**config.mk**
```make
export PLATFORM = sky130hd
export DESIGN_NAME = lcd_win_stats
export DESIGN_NICKNAME = d
export VERILOG_FILES = /design/src/rtl/lcd_win_stats.sv
export SDC_FILE = /design/constraint.sdc
export NUM_CORES = 1
export LEC_CHECK = 0
export BUFFER_PORTS_ARGS = -buffer_cell sky130_fd_sc_hd__buf_2
export CORE_ASPECT_RATIO = 0.6
export CORE_MARGIN = 2
export CORE_UTILIZATION = 62
export DETAILED_ROUTE_END_ITERATION = 8
export PLACE_DENSITY = 0.86
export RECOVER_POWER = 50
export SYNTH_ARGS = -nofsm -noshare
export SYNTH_HDL_FRONTEND = slang
export SYNTH_SLANG_ARGS = --single-unit
```
**constraint.sdc**
```tcl
create_clock -name clk -period 3.65 [get_ports clk]
set_input_delay 0 -clock clk [delete_from_list [all_inputs] [get_ports clk]]
set_output_delay 0 -clock clk [all_outputs]
set_load 0.02 [all_outputs]
```
**src/rtl/lcd_win_stats.sv**
```systemverilog
// lcd_win_stats
//
// Collects 3x3 windows (9 consecutive accepted pixels) from the LCD
// controller's pixel output stream. For each window it computes the sum,
// maximum, minimum, and the arrival index of the first maximum. It
// optionally computes the mean. One result per window is presented on a
// valid/ready result slot.
//
// Optional feature: define WIN_MEAN_EN to build the floor(sum/9) datapath.
// Without it, res_mean is tied to 0.
//
// Handshake: a result is transferred on any rising edge where
// res_valid && res_ready. While res_valid is 1, the res_* fields are stable
// until that transfer. An exception is a new window completing on the very
// cycle of a transfer: the new window then replaces the old one and
// res_valid stays 1.
//
// Ports
//   clk, reset        : clock; asynchronous active-high reset
//   pix_in[7:0]       : pixel byte (controller dataout)
//   pix_valid         : pix_in valid this cycle (controller output_valid)
//   res_ready         : consumer accepts the result this cycle
//   res_valid         : result slot holds an unconsumed window result
//   res_sum[11:0]     : sum of the 9 pixels
//   res_max/res_min   : largest / smallest pixel
//   res_maxidx[3:0]   : arrival index (0..8) of the first maximum
//   res_mean[7:0]     : floor(sum/9) (WIN_MEAN_EN only, else 0)
//   collecting        : a partial window is held (collector state == ACC)
//   frag_err          : one-cycle pulse, partial window aborted by a gap
//   ovf               : one-cycle pulse, completed window dropped
//   win_cnt[CNT_W-1:0]: completed windows loaded into the slot; wraps
module lcd_win_stats #(
  parameter int GAP_MAX = 4,
  parameter int CNT_W   = 16
) (
  input  logic             clk,
  input  logic             reset,
  input  logic [7:0]       pix_in,
  input  logic             pix_valid,
  input  logic             res_ready,
  output logic             res_valid,
  output logic [11:0]      res_sum,
  output logic [7:0]       res_max,
  output logic [7:0]       res_min,
  output logic [3:0]       res_maxidx,
  output logic [7:0]       res_mean,
  output logic             collecting,
  output logic             frag_err,
  output logic             ovf,
  output logic [CNT_W-1:0] win_cnt
);

  localparam int GW = $clog2(GAP_MAX) + 1;
  // gap_cnt value seen during the last tolerated idle cycle; one more idle
  // cycle makes GAP_MAX and aborts the window.
  localparam logic [GW-1:0] GAP_LAST = GW'(GAP_MAX - 1);

  typedef enum logic {
    S_IDLE = 1'b0,
    S_ACC  = 1'b1
  } state_t;

  state_t           state_q, state_d;
  logic [11:0]      acc_sum_q, acc_sum_d;
  logic [7:0]       acc_max_q, acc_max_d;
  logic [7:0]       acc_min_q, acc_min_d;
  logic [3:0]       acc_idx_q, acc_idx_d;
  logic [3:0]       smp_cnt_q, smp_cnt_d;
  logic [GW-1:0]    gap_cnt_q, gap_cnt_d;
  logic             frag_q, frag_d;
  logic             ovf_q, ovf_d;

  logic             res_valid_q, res_valid_d;
  logic [11:0]      res_sum_q;
  logic [7:0]       res_max_q;
  logic [7:0]       res_min_q;
  logic [3:0]       res_idx_q;
  logic [CNT_W-1:0] win_cnt_q;

  // Running values merged with the current sample. These are the next
  // accumulator contents for samples 2..8. They are the final window
  // values on the 9th sample.
  logic        take_max;
  logic [11:0] fin_sum;
  logic [7:0]  fin_max;
  logic [7:0]  fin_min;
  logic [3:0]  fin_idx;
  logic        win_done;
  logic        slot_free;
  logic        load;

  // Strict compare keeps the first occurrence of the maximum.
  assign take_max  = pix_in > acc_max_q;
  assign fin_sum   = acc_sum_q + {4'd0, pix_in};
  assign fin_max   = take_max ? pix_in : acc_max_q;
  assign fin_min   = (pix_in < acc_min_q) ? pix_in : acc_min_q;
  // smp_cnt_q equals the arrival index of the current sample.
  assign fin_idx   = take_max ? smp_cnt_q : acc_idx_q;

  assign win_done  = (state_q == S_ACC) && pix_valid && (smp_cnt_q == 4'd8);
  // The slot can take a new window if it is empty or is draining this cycle.
  assign slot_free = !res_valid_q || res_ready;
  assign load      = win_done && slot_free;

  // Collector next state and running registers
  always_comb begin
    state_d   = state_q;
    acc_sum_d = acc_sum_q;
    acc_max_d = acc_max_q;
    acc_min_d = acc_min_q;
    acc_idx_d = acc_idx_q;
    smp_cnt_d = smp_cnt_q;
    gap_cnt_d = gap_cnt_q;
    frag_d    = 1'b0;
    ovf_d     = 1'b0;
    case (state_q)
      S_IDLE: begin
        if (pix_valid) begin
          state_d   = S_ACC;
          acc_sum_d = {4'd0, pix_in};
          acc_max_d = pix_in;
          acc_min_d = pix_in;
          acc_idx_d = 4'd0;
          smp_cnt_d = 4'd1;
          gap_cnt_d = '0;
        end
      end
      S_ACC: begin
        if (pix_valid) begin
          gap_cnt_d = '0;
          if (smp_cnt_q == 4'd8) begin
            state_d   = S_IDLE;
            acc_sum_d = '0;
            acc_max_d = '0;
            acc_min_d = '0;
            acc_idx_d = '0;
            smp_cnt_d = '0;
            ovf_d     = !slot_free;
          end else begin
            acc_sum_d = fin_sum;
            acc_max_d = fin_max;
            acc_min_d = fin_min;
            acc_idx_d = fin_idx;
            smp_cnt_d = smp_cnt_q + 4'd1;
          end
        end else if (gap_cnt_q == GAP_LAST) begin
          state_d   = S_IDLE;
          acc_sum_d = '0;
          acc_max_d = '0;
          acc_min_d = '0;
          acc_idx_d = '0;
          smp_cnt_d = '0;
          gap_cnt_d = '0;
          frag_d    = 1'b1;
        end else begin
          gap_cnt_d = gap_cnt_q + 1'b1;
        end
      end
      default: state_d = S_IDLE;
    endcase
  end

  // Result slot occupancy
  always_comb begin
    res_valid_d = res_valid_q;
    if (load) begin
      res_valid_d = 1'b1;
    end else if (res_valid_q && res_ready) begin
      res_valid_d = 1'b0;
    end
  end

  always_ff @(posedge clk or posedge reset) begin
    if (reset) begin
      state_q     <= S_IDLE;
      acc_sum_q   <= '0;
      acc_max_q   <= '0;
      acc_min_q   <= '0;
      acc_idx_q   <= '0;
      smp_cnt_q   <= '0;
      gap_cnt_q   <= '0;
      frag_q      <= 1'b0;
      ovf_q       <= 1'b0;
      res_valid_q <= 1'b0;
      res_sum_q   <= '0;
      res_max_q   <= '0;
      res_min_q   <= '0;
      res_idx_q   <= '0;
      win_cnt_q   <= '0;
    end else begin
      state_q     <= state_d;
      acc_sum_q   <= acc_sum_d;
      acc_max_q   <= acc_max_d;
      acc_min_q   <= acc_min_d;
      acc_idx_q   <= acc_idx_d;
      smp_cnt_q   <= smp_cnt_d;
      gap_cnt_q   <= gap_cnt_d;
      frag_q      <= frag_d;
      ovf_q       <= ovf_d;
      res_valid_q <= res_valid_d;
      if (load) begin
        res_sum_q <= fin_sum;
        res_max_q <= fin_max;
        res_min_q <= fin_min;
        res_idx_q <= fin_idx;
        win_cnt_q <= win_cnt_q + 1'b1;
      end
    end
  end

`ifdef WIN_MEAN_EN
  // floor(sum/9) as (sum * 7282) >> 16. This is exact for sum <= 2295.
  logic [7:0] fin_mean;
  logic [7:0] res_mean_q;

  assign fin_mean = 8'(({13'd0, fin_sum} * 25'd7282) >> 16);

  always_ff @(posedge clk or posedge reset) begin
    if (reset) begin
      res_mean_q <= '0;
    end else if (load) begin
      res_mean_q <= fin_mean;
    end
  end

  assign res_mean = res_mean_q;
`else
  assign res_mean = 8'd0;
`endif

  assign res_valid  = res_valid_q;
  assign res_sum    = res_sum_q;
  assign res_max    = res_max_q;
  assign res_min    = res_min_q;
  assign res_maxidx = res_idx_q;
  assign collecting = (state_q == S_ACC);
  assign frag_err   = frag_q;
  assign ovf        = ovf_q;
  assign win_cnt    = win_cnt_q;

endmodule

```
Yosys cells after proc, flatten, opt, wreduce, memory -nomap -nowiden
Index checks and enable logic that the tools add are counted.
Widths: inputs -> output; s select.
- add/sub/neg operators: 4
- $lt $le $gt $ge: 2
- eq/ne operators: 4
- mux-type cells: 42
- bitwise operators: 1
- reductions and logical operators: 9
- operators with widths (cell ; number):
    $mux 8 ; 8
    $mux 12 ; 4
    $mux 4 ; 8
    $pmux 8 s2 ; 2
    $pmux 12 s2 ; 1
    $add 16x1->16 const B ; 1
    $pmux 4 s2 ; 2
    $add 12x8->12 ; 1
    $mux 1 ; 12
    $mux 3 ; 3
    $gt 8x8->1 ; 1
    $lt 8x8->1 ; 1
    $pmux 3 s2 ; 1
    $add 4x1->4 const B ; 1
    $eq 4x4->1 const B ; 1
    $logic_and 1x1->1 ; 4
    $add 3x1->3 const B ; 1
    $eq 3x2->1 const B ; 1
    $ne 3x2->1 const B ; 1
    $logic_not 1->1 ; 2
    $ne 2x2->1 const B ; 1
    $pmux 1 s2 ; 1
    $reduce_and 2->1 ; 1
    $reduce_bool 2->1 ; 1
    2 further kinds ; 2
- bits in registers: 91
- input bits: 12
- output and inout port bits: 60
- logic and storage cells: 77

Longest topological paths before layout
Gate-level depths: netlist of the first run.
- depth in word-level cells: 6
- gate-level depth with buffers: 9

Least setup slack after synthesis of the first run
No wires, ideal clock.
- path type: reg2reg
- start point: register acc_sum_q[0]
- end point: register acc_sum_q[10]
- arrival: 1827 ps
- data required time: 3567 ps
- setup slack: 1740 ps
- stages on the path, launching flop included: 9
- path buffers: 0
- period minus slack after synthesis: 1910 ps
- path through: dfrtp_1 > ha_1 > inv_1 > fa_1 > nand2b_1 > a21oi_1 > o211ai_2 > or3_1 > o21ai_0
- word-level cells in the longest chain between the ends: 4
- ends and longest elaborated chain (element ; line ; RTL):
    start: declaration ; 64 ; logic [11:0] acc_sum_q, acc_sum_d;
    start signal: assignment ; 192 ; acc_sum_q <= acc_sum_d;
    $add 12x8->12 ; 94 ; assign fin_sum = acc_sum_q + {4'd0, pix_in};
    $mux 12 ; 131 ; if (smp_cnt_q == 4'd8) begin
    $mux 12 ; 129 ; if (pix_valid) begin
    $pmux 12 s2 ; 116 ; case (state_q)
No other way between the ends.
A chain may end at the register's enable or synchronous reset.

Final worst setup path of the first run
- start point: register acc_max_q[5]
- end point: register acc_idx_q[2]
- word-level cells in the longest chain between the ends: 5
- ends and longest elaborated chain (element ; line ; RTL):
    start: declaration ; 65 ; logic [7:0] acc_max_q, acc_max_d;
    start signal: assignment ; 193 ; acc_max_q <= acc_max_d;
    $gt 8x8->1 ; 93 ; assign take_max = pix_in > acc_max_q;
    $mux 4 ; 98 ; assign fin_idx = take_max ? smp_cnt_q : acc_idx_q;
    $mux 4 ; 131 ;
    $mux 4 ; 129 ;
    $pmux 4 s2 ; 116 ;
    end signal: assignment ; 195 ; acc_idx_q <= acc_idx_d;
    end: declaration ; 67 ; logic [3:0] acc_idx_q, acc_idx_d;
No other way between the ends.

==> results_dict.tcl, run 1 <==
set metrics [dict create \
    io_pins 72 \
    htreeDepth 3 \
    irDropWorstVdd_uv 410 \
    number_of_gates_resized_after_cts 0 \
    endpoint_kind "register" \
    sw_frac_of_total_pct 35.3 \
    wire_length_of_the_first_global_routing_pass_um 18100 \
    final_net_count 574 \
    combinational_family_with_the_most_area_after_synthesis "compound AO/OA/AOI/OAI gates" \
    crit_end "acc_idx_q[2]$_DFFE_PP0P_" \
    startpoint "acc_max_q[5]$_DFFE_PP0P_" \
    timing.clock.skew_ps 8.34 \
    power_frac_comb_pct 32.2 \
    number_of_buffers_added_for_setup_after_cts 0 \
    drtPass1Iterations 5 \
    r2r_setup_slack_ps 1070 \
    placed_area_sq_um 5190 \
    synth_fa_ha_area_share_pct 7.38 \
    core.rowCount 24 \
    r2r_end "acc_idx_q[2]$_DFFE_PP0P_" \
    overflow_left_after_global_routing 0 \
    depth_of_the_worst_hold_timing_path 2 \
    gr-usage-met1_pct 36.9 \
    total_of_flip_flops_plus_latches_after_synthesis 91 \
    drv.max_cap_violation_count 1 \
    grtUsageMet3_pct 7.47 \
    maxSlewViolCount 58 \
    worstRegToRegCells 7 \
    timing.final.setup_violations 0 \
    1st_iter_drt_viols 369 \
    floorplan.core_area_sq_um 7420 \
    grt.busiest_layer "met2" \
    synth_top_cells_by_count "91 x dfrtp_1, 48 x nand2_1, 28 x inv_1, 28 x o21ai_0" \
    mux_cell_area_share_after_synthesis_pct 2.09 \
    initial_utilization_pct 65.4 \
    powerDensity_nw_per_um2 635 \
    synthTopCellsByArea "dfrtp_1 47%, ha_1 7.0%, nand2_1 3.7%, a22o_1 3.1%, o21ai_0 2.9%" \
    cts_inserted_buffers 9 \
    synth-xor-area-share_pct 4.52 \
    clkSinkCount 91 \
    cts_tree "built" \
    hold_path_startpoint "pix_in[6]" \
    die_area_sq_um 8560 \
    synthDominantAreaCellType "dfrtp_1" \
    synth_simple_gate_area_share_pct 14.3 \
    synth_compound_gate_area_share_pct 18.8 \
    min_period_ps 2580 \
    regToRegStartpoint "acc_max_q[5]$_DFFE_PP0P_" \
    yosysWarningCount 0 \
    layout.cell_area.non_filler_sq_um 5480 \
    cts-root-to-sink-buffers 2 \
    drt_wl_total_um 10800 \
    initial_antenna_violation_count 0 \
    detail_route.wl_per_cell_um 16.8 \
    finalWeightedCongestion 0.888 \
    layout-area-overhead-vs-synth_pct 13.1 \
    synth_enable_flop_cells 0 \
    chipWidth_um 118 \
    fin_crit_sh_pct 70.7 \
    fin_setup_tns_ps 0 \
    drc 0 \
    cts_root_buf "clkbuf_16" \
    hpwl_um 7590 \
    pwr-share-seq_pct 38.8 \
    synth_cells 473 \
    unrepaired_setup_endpoints_after_global_routing "false" \
    mappedNetlistArea_sq_um 4850 \
    crit_path_start_kind "register" \
    syn-mean-instance-area_sq_um 10.2 \
    grt_util_met2_pct 42.9 \
    path_max_fanout 24 \
    synth_top_area_share_pct 47.0 \
    hold_slack_ps 29.6 \
    total_leakage_power_nw 2.60 \
    insertion_delay_ps 340 \
    vias 3799 \
    num_antenna_cells 0 \
    die_height_um 72.5 \
    final_layout_size_suffix_gt1_share_pct 10.6 \
    failing_checks "max-capacitance violations, max-slew violations" \
    routed_via_density 5.91 \
    number_of_global_route_vias_before_repair 3621 \
    dominant_cell_by_count_in_the_synthesized_netlist "dfrtp_1" \
    async_reset_ff_share_pct 100 \
    worst-endpoint-required_ps 3870 \
    timing.fmax_mhz 388 \
    arrival_ps 2800 \
    clkPwrFrac_pct 29.0 \
    seq_area_frac_synth_pct 47.0 \
    status "finished with violations" \
    io_buffers 63 \
    antenna_violating_nets_post_route 0 \
    synth_flop_cell "dfrtp_1" \
    worst_max_slew_pin_slew_ps 2490 \
    power_switching_mw 1.23 \
    timing.hold.worst.class "input pin to register" \
    hold_viol 0 \
    count_of_unique_library_cells_instantiated_by_yosys 59 \
    grt_start_max_net_pins 58 \
    worst-setup-path-type "register to register" \
    slew-limit-headroom_pct -67.0 \
    clk_pin_slew_worst_paths_ps 60 \
    grt.total_usage_pct 27.1 \
    power_report.internal_total_mw 2.26 \
]
-- cell usage in the layout, fill, tap and decap left out, drive strengths merged, types with 6 or more instances in the layout --
master | synthesis | layout
conb | 1 | 8
nand3 | 19 | 19
buf | 25 | 15
nand4 | 7 | 7
a22o | 17 | 17
a21bo | 6 | 6
inv | 28 | 27
ha | 27 | 27
nor2 | 28 | 28
a31oi | 11 | 11
xor2 | 12 | 12
mux2i | 9 | 9
dfrtp | 91 | 91
a21o | 10 | 10
nor3 | 8 | 8
clkbuf | 5 | 64
nand2 | 48 | 48
o21ai | 37 | 37
a21oi | 15 | 15
xnor2 | 13 | 13
-- registers in the layout, indices dropped and copies added, names as in the netlist --
| signal | count |
|---|---|
| acc_idx_q | 4 |
| acc_max_q | 8 |
| acc_min_q | 8 |
| acc_sum_q | 12 |
| collecting | 1 |
| frag_err | 1 |
| gap_cnt_q | 3 |
| ovf | 1 |
| res_max | 8 |
| res_maxidx | 4 |
| res_min | 8 |
| res_sum | 12 |
| res_valid | 1 |
| smp_cnt_q | 4 |
| win_cnt | 16 |
-- critical path, cell delays in order (launching register included) --
cell      delay [ps]
dfrtp_1          390
inv_1             60
ha_1             290
a211oi_1         330
o21bai_1         150
nand2_1          590
nand2_1          290
a32o_1           350
-- power groups by stage --
| stage | registers [mW] | logic [mW] | clock network, mW |
|---|---|---|---|
| 4_1_cts | 1.35 | 1.14 | 1.02 |
| 6_report | 1.35 | 1.12 | 1.01 |
| 2_1_floorplan | 1.44 | 0.754 | 0 |
| 5_1_grt | 1.38 | 1.23 | 1.07 |
| 3_5_place_dp | 1.36 | 1.12 | 0 |
| 3_3_place_gp | 1.35 | 1.07 | 0 |
-- layout make-up --
| type | instances | area (sq um) |
|---|---|---|
| Clock buffer | 10 | 239 |
| Clock inverter | 6 | 88.8 |
| Fill cell | 558 | 1930 |
| Inverter | 28 | 106 |
| Multi-Input combinational cell | 331 | 2310 |
| Sequential cell | 91 | 2280 |
| Tap cell | 104 | 130 |
| Timing Repair Buffer | 73 | 330 |
-- per-stage QoR --
stage	utilization (%)	std cells	power [mW]	worst slack [ps]
2_1_floorplan	-	480	2.19	1290
3_3_place_gp	69.9	623	2.42	1330
3_5_place_dp	69.9	623	2.49	1210
4_1_cts	74.9	643	3.51	1160
5_1_grt	73.9	643	3.68	980
6_report	73.9	643	3.48	1070
-- cells by family after synthesis --
| kind of cell | count (synthesis) |
|---|---|
| AOI/OAI and AO/OA | 125 |
| xor gates and xnor gates | 25 |
| adders and majority gates | 28 |
| buffers and inverters | 58 |
| DFF | 91 |
| muxes | 10 |
| other | 1 |
| and+or+nand+nor | 135 |
-- worst min path at each step --
stage / end / slack, ps
floorplan: acc_max_q[5]$_DFFE_PP0P_ / 130
global placement: win_cnt[13]$_DFFE_PP0P_ / 240
detailed placement: win_cnt[13]$_DFFE_PP0P_ / 240
CTS: acc_max_q[6]$_DFFE_PP0P_ / 9
global route: acc_max_q[6]$_DFFE_PP0P_ / 20
finish: acc_max_q[6]$_DFFE_PP0P_ / 30
-- layer usage --
layer,vias to the layer above,wire length (um)
met1,1856,4980
met4,0,152
met3,25,692
met5,-,0
li1,1778,-
met2,140,4960
-- what timing repair did --
action,in CTS,in global routing
hold buffers,4,0
endpoints found under the hold margin,62,0
setup endpoints to repair,0,0
Power figures use the tool's default switching activity.
==> run 2: changes to the inputs <==
Settings changed: CORE_UTILIZATION 62 to 52, PLACE_DENSITY 0.86 to 0.77.
Clock period 3.65 ns to 2.2 ns, I/O delays scaled along.
==> run 2 against run 1 <==
The flow now finishes without violations. Sequential cell count stayed put. Worst hold slack worse by 17 ps. Final cell count is 3.1% higher. Combinational power is 75% higher. Power is 63% higher. Die area is 18% higher. Count of clock-buffer cells in the layout is 3 higher. Sequential power is 65% higher. Sequential share of layout area is 0.82 points lower. Critical path type is now input pin to register. Critical endpoint is now acc_sum_q[10]$_DFFE_PP0P_.
==> results_dict.tcl, run 2 (synthesized netlist as in run 1, its figures left out) <==
set metrics [dict create \
    status "complete, no violations" \
    slew-limit-headroom_pct 17.2 \
    number_of_global_route_vias_before_repair 3778 \
    num_antenna_cells 0 \
    critPathMaxStageDelay_ps 520 \
    wp_buf_inv 3 \
    final_layout_size_suffix_gt1_share_pct 17.4 \
    hold_viol 0 \
    clkPwrFrac_pct 26.1 \
    number_of_buffers_added_for_setup_after_cts 0 \
    floorplan.core_area_sq_um 9120 \
    power_report.internal_total_mw 3.63 \
    timing.hold.worst.class "input pin to register" \
    layout-area-overhead-vs-synth_pct 15.4 \
    drc 0 \
    maxSlewViolCount 0 \
    most_frequent_cells_in_the_layout "91 x dfrtp_1, 48 x nand2_1, 36 x buf_2" \
    cts_tree "built" \
    sw_frac_of_total_pct 36.1 \
    grt_start_max_net_pins 92 \
    pwr-share-seq_pct 39.3 \
    crit_path_start_kind "input pin" \
    path_max_fanout 6 \
    fin_crit_sh_pct 95.1 \
    min_period_ps 2090 \
    core.rowCount 27 \
    unrepaired_setup_endpoints_after_global_routing "false" \
    powerDensity_nw_per_um2 1010 \
    vias 3792 \
    wire_length_of_the_first_global_routing_pass_um 18900 \
    insertion_delay_ps 350 \
    finalWeightedCongestion 0.815 \
    clkSinkCount 91 \
    timing.fmax_mhz 478 \
    clk_pin_slew_worst_paths_ps 60 \
    arrival_ps 2360 \
    die_area_sq_um 10100 \
    cts_root_buf "clkbuf_16" \
    fin_setup_tns_ps 0 \
    detail_route.wl_per_cell_um 17.1 \
    utilization_pct 61.3 \
    power_switching_mw 2.05 \
    drtPass1Iterations 4 \
    power_frac_comb_pct 34.6 \
    antenna_violating_nets_post_route 0 \
    startpoint "pix_in[0]" \
    fin_total_pwr_mw 5.67 \
    chipWidth_um 129 \
    category_of_cells_accounting_for_the_largest_share_of_critical_path_delay "buffers and inverters" \
    r2r_setup_slack_ps 130 \
    htreeDepth 3 \
    1st_iter_drt_viols 353 \
    endpoint_kind "register" \
    largest_register_ff_count 16 \
    cts_inserted_buffers 9 \
    overflow_left_after_global_routing 0 \
    io_pins 72 \
    drt_wl_total_um 11300 \
    worst_max_slew_pin_slew_ps 1240 \
    routed_via_density 5.72 \
    worst-endpoint-required_ps 2470 \
    grt.total_usage_pct 24.1 \
    cts-root-to-sink-buffers 2 \
    drv.max_cap_violation_count 0 \
    hold_path_startpoint "pix_in[1]" \
    crit_path_top_delay_cell "dlygate4sd3_1" \
    irDropWorstVdd_uv 552 \
    worst-setup-path-type "input pin to register" \
    layout.cells.most_common "dfrtp_1" \
    io_buffers 63 \
    placed_cells 644 \
    die_height_um 78.8 \
    total_leakage_power_nw 2.74 \
    initial_utilization_pct 53.1 \
    hpwl_um 7790 \
    cells_along_the_critical_path "dlygate4sd3_1 > buf_2 > ha_1 > inv_1 > fa_1 > nand2b_1 > a21oi_2 > o211ai_2 > or3_1 > o21ai_0" \
    filler_free_cell_count_of_the_finished_design 663 \
    timing.final.setup_violations 0 \
    regToRegStartpoint "acc_sum_q[0]$_DFFE_PP0P_" \
    initial_antenna_violation_count 0 \
    timing.clock.skew_ps 8.58 \
    final_net_count 583 \
]
run 2: changes by cell type in the layout (fill, tap and decap cells not counted), sizes merged:
cell / before / now
bufinv: 2 / 0
clkinvlp: 3 / 1
buf: 15 / 50
clkbuf: 64 / 41
run 2: layout make-up:
class,count,area [sq um]
clock buffers,13,270
clock inverters,2,10.0
fillers,790,3530
inverters,28,109
multi-input cells,331,2320
flip-flops and latches,91,2280
well taps,116,145
repair buffers,82,459
run 2: routing by layer:
layer  vias to the layer above  track usage [%]  part of all wire [%]
met1                      1867             34.5                    46
met3                        15             6.00                   6.8
met2                       114             35.9                    46
li1                       1796                -                     -
met4                         0             7.83                   1.3
met5                         -                0                     0
run 2: worst register-to-register path: cells and delay by family, from the launching register on:
kind	cells	cell delay [ps]
flip-flops	1	350
AND/OR/NAND/NOR	2	510
AO/OA/AOI/OAI	3	470
adder cells (fa/ha/maj)	2	590
buffers and inverters	1	70
run 2: final timing paths:
| kind | endpoint | cells past startpoint |
|---|---|---|
| worst max-delay path | acc_sum_q[10]$_DFFE_PP0P_ | 10 |
| worst min-delay path | acc_max_q[1]$_DFFE_PP0P_ | 2 |
| worst max register to register | acc_sum_q[10]$_DFFE_PP0P_ | 8 |
| worst min register to register | frag_err$_DFF_PP0_ | 1 |
| max in group asynchronous | win_cnt[1]$_DFFE_PP0P_ | 4 |
| min in group asynchronous | res_min[2]$_DFFE_PP0P_ | 4 |
run 2: power groups by stage:
stage / clock network (mW) / registers, mW / logic, mW
floorplan: 0 / 2.38 / 1.25
global placement: 0 / 2.23 / 1.86
detailed placement: 0 / 2.25 / 1.95
CTS: 1.50 / 2.23 / 1.97
global route: 1.57 / 2.27 / 2.18
finish: 1.48 / 2.23 / 1.96
run 2: timing repair:
| action | 4_1_cts | 5_1_grt |
|---|---|---|
| hold buffers | 4 | 0 |
| gates resized for setup | 0 | 4 |
| endpoints found under the setup margin | 0 | 24 |
| endpoints found under the hold margin | 96 | 0 |
run 2: stage by stage:
stage | area (sq um) | setup slack [ps] | hold WS (ps)
after detailed placement | 5310 | 95.6 | 178
after global placement | 5310 | 179 | 170
after global routing | 5590 | 18.3 | 6.80
after CTS | 5630 | 80.5 | 4.89
after floorplan | 4880 | 290 | 133
final | 5590 | 108 | 12.7
==> run 3: changes to the inputs <==
Settings changed: PLACE_DENSITY 0.77 to 0.86.
==> run 3 against run 2 <==
The run now ends with negative hold slack left. Cell area decreased by 0.56%. First-iteration DRC count increased by 1.4%. Utilization decreased by 0.34 points. Wire length increased by 1.2%. Maximum frequency increased by 0.30%. Setup slack improved by 6.3 ps. Worst hold slack got worse by 16 ps. Sequential power about the same. Count of clock-buffer cells in the layout decreased by 2. Critical path type is now register to register. Highest routed layer unchanged.
==> results_dict.tcl, run 3 (synthesized netlist as in run 1, its figures left out) <==
set metrics [dict create \
    clkSinkCount 91 \
    drv.max_cap_violation_count 0 \
    num_antenna_cells 0 \
    critical-path-top-cell-by-count "nand2b_1" \
    slew-limit-headroom_pct 19.6 \
    finalWeightedCongestion 0.921 \
    crit_path_top_delay_cell "fa_1" \
    filler_free_cell_count_of_the_finished_design 662 \
    arrival_ps 2320 \
    grt.total_usage_pct 23.6 \
    initial_antenna_violation_count 0 \
    placed_cells 645 \
    hold_slack_ps -3.25 \
    drt_wl_total_um 11400 \
    hpwl_um 7960 \
    cts_inserted_buffers 9 \
    io_pins 72 \
    grt_start_max_net_pins 40 \
    routed_via_density 5.82 \
    vias 3854 \
    initial_utilization_pct 53.1 \
    detail_route.wl_per_cell_um 17.3 \
    startpoint "acc_sum_q[0]$_DFFE_PP0P_" \
    critPathMaxStageDelay_ps 400 \
    cts_tree "built" \
    clkPwrFrac_pct 28.5 \
    timing.fmax_mhz 479 \
    depth_of_the_worst_hold_timing_path 3 \
    fin_setup_tns_ps 0 \
    layout.cells.most_common "dfrtp_1" \
    unrepaired_setup_endpoints_after_global_routing "false" \
    worst-setup-path-type "register to register" \
    status "finished with violations" \
    cells_along_the_critical_path "ha_1 > inv_1 > fa_1 > nand2b_1 > nand2b_1 > a21oi_1 > xnor2_1 > a221o_1" \
    die_area_sq_um 10100 \
    layout.cell_area.non_filler_sq_um 5560 \
    fin_total_pwr_mw 5.82 \
    timing.hold.worst.class "input pin to register" \
    finalWorstSetupSlack_ps 114 \
    insertion_delay_ps 350 \
    io_buffers 63 \
    regToRegStartpoint "acc_sum_q[0]$_DFFE_PP0P_" \
    placed_area_sq_um 5290 \
    failing_checks "negative hold slack" \
    crit_path_start_kind "register" \
    min_period_ps 2090 \
    htreeDepth 3 \
    core.rowCount 27 \
    floorplan.core_area_sq_um 9120 \
    category_of_cells_accounting_for_the_largest_share_of_critical_path_delay "adder cells" \
    irDropWorstVdd_uv 494 \
    timing.final.setup_violations 0 \
    worst-path-stages 8 \
    total_leakage_power_nw 2.66 \
    fin_crit_sh_pct 94.8 \
    path_max_fanout 3 \
    power_switching_mw 2.05 \
    endpoint_kind "register" \
    chipWidth_um 129 \
    worst_max_slew_pin_slew_ps 1200 \
    maxSlewViolCount 0 \
    power_frac_comb_pct 33.0 \
    most_frequent_cells_in_the_layout "91 x dfrtp_1, 48 x nand2_1, 48 x clkbuf_1" \
    hold_path_startpoint "res_ready" \
    die_height_um 78.8 \
    utilization_pct 61.0 \
    final_layout_size_suffix_gt1_share_pct 13.6 \
    place_ws_ps 63.6 \
    hold_viol 1 \
    largest_register_ff_count 16 \
    worstRegToRegCells 8 \
    antenna_violating_nets_post_route 0 \
    wp_buf_inv 1 \
    sw_frac_of_total_pct 35.2 \
    worst-endpoint-required_ps 2430 \
    1st_iter_drt_viols 358 \
    powerDensity_nw_per_um2 1050 \
    number_of_global_route_vias_before_repair 3721 \
    cts-root-to-sink-buffers 2 \
    number_of_buffers_added_for_setup_after_cts 0 \
    wire_length_of_the_first_global_routing_pass_um 18800 \
    timing.clock.skew_ps 10.8 \
    power_report.internal_total_mw 3.77 \
    drc 0 \
    clk_pin_slew_worst_paths_ps 70 \
    final_net_count 582 \
    pwr-share-seq_pct 38.5 \
    drtPass1Iterations 5 \
    layout-area-overhead-vs-synth_pct 14.8 \
    overflow_left_after_global_routing 0 \
    cts_root_buf "clkbuf_16" \
]
-- run 3: changes by cell type in the layout (fill, tap and decap cells not counted), sizes merged --
cell | previous run | this run
buf | 50 | 32
clkbuf | 41 | 58
dlygate4sd3 | 4 | 2
clkinv | 2 | 0
clkinvlp | 1 | 3
bufinv | 0 | 2
-- run 3: area by class of cell --
type / count / area, sq um
Clock buffer: 11 / 243
Fill cell: 752 / 3560
Timing Repair Buffer: 81 / 392
Tap cell: 116 / 145
Multi-Input combinational cell: 331 / 2320
Inverter: 28 / 106
Clock inverter: 4 / 75.1
Sequential cell: 91 / 2280
-- run 3: routing by layer --
layer | global-route usage, % | up-vias | part of all wire, %
met3 | 5.86 | 22 | 8.0
met2 | 34.1 | 169 | 43
met5 | 0 | - | 0
met1 | 35.2 | 1867 | 47
met4 | 7.17 | 0 | 1.6
li1 | - | 1796 | -
-- run 3: worst register-to-register path, stage by stage, from the launching register on --
cell,delay (ps)
dfrtp_1,360
ha_1,200
inv_1,60
fa_1,400
nand2b_1,230
nand2b_1,100
a21oi_1,90
xnor2_1,180
a221o_1,340
-- run 3: final timing paths --
check                                            to  slack, ps
max                        acc_sum_q[4]$_DFFE_PP0P_        110
min                                   ovf$_DFF_PP0_         -3
max reg2reg                acc_sum_q[4]$_DFFE_PP0P_        110
min reg2reg                      frag_err$_DFF_PP0_        460
max in group asynchronous    win_cnt[6]$_DFFE_PP0P_        360
min in group asynchronous  acc_min_q[5]$_DFFE_PP0P_        440
-- run 3: timing repair --
action,4_1_cts,5_1_grt
endpoints found under the hold margin,24,0
hold buffers,2,0
setup endpoints to repair,0,29
gates resized for setup,0,3
-- run 3: power by group through the flow --
stage	Clock, mW	Combinational, mW	Sequential, mW
4_1_cts	1.68	1.94	2.23
3_3_place_gp	0	1.84	2.24
3_5_place_dp	0	1.91	2.26
5_1_grt	1.76	2.12	2.29
2_1_floorplan	0	1.25	2.38
6_report	1.66	1.92	2.24
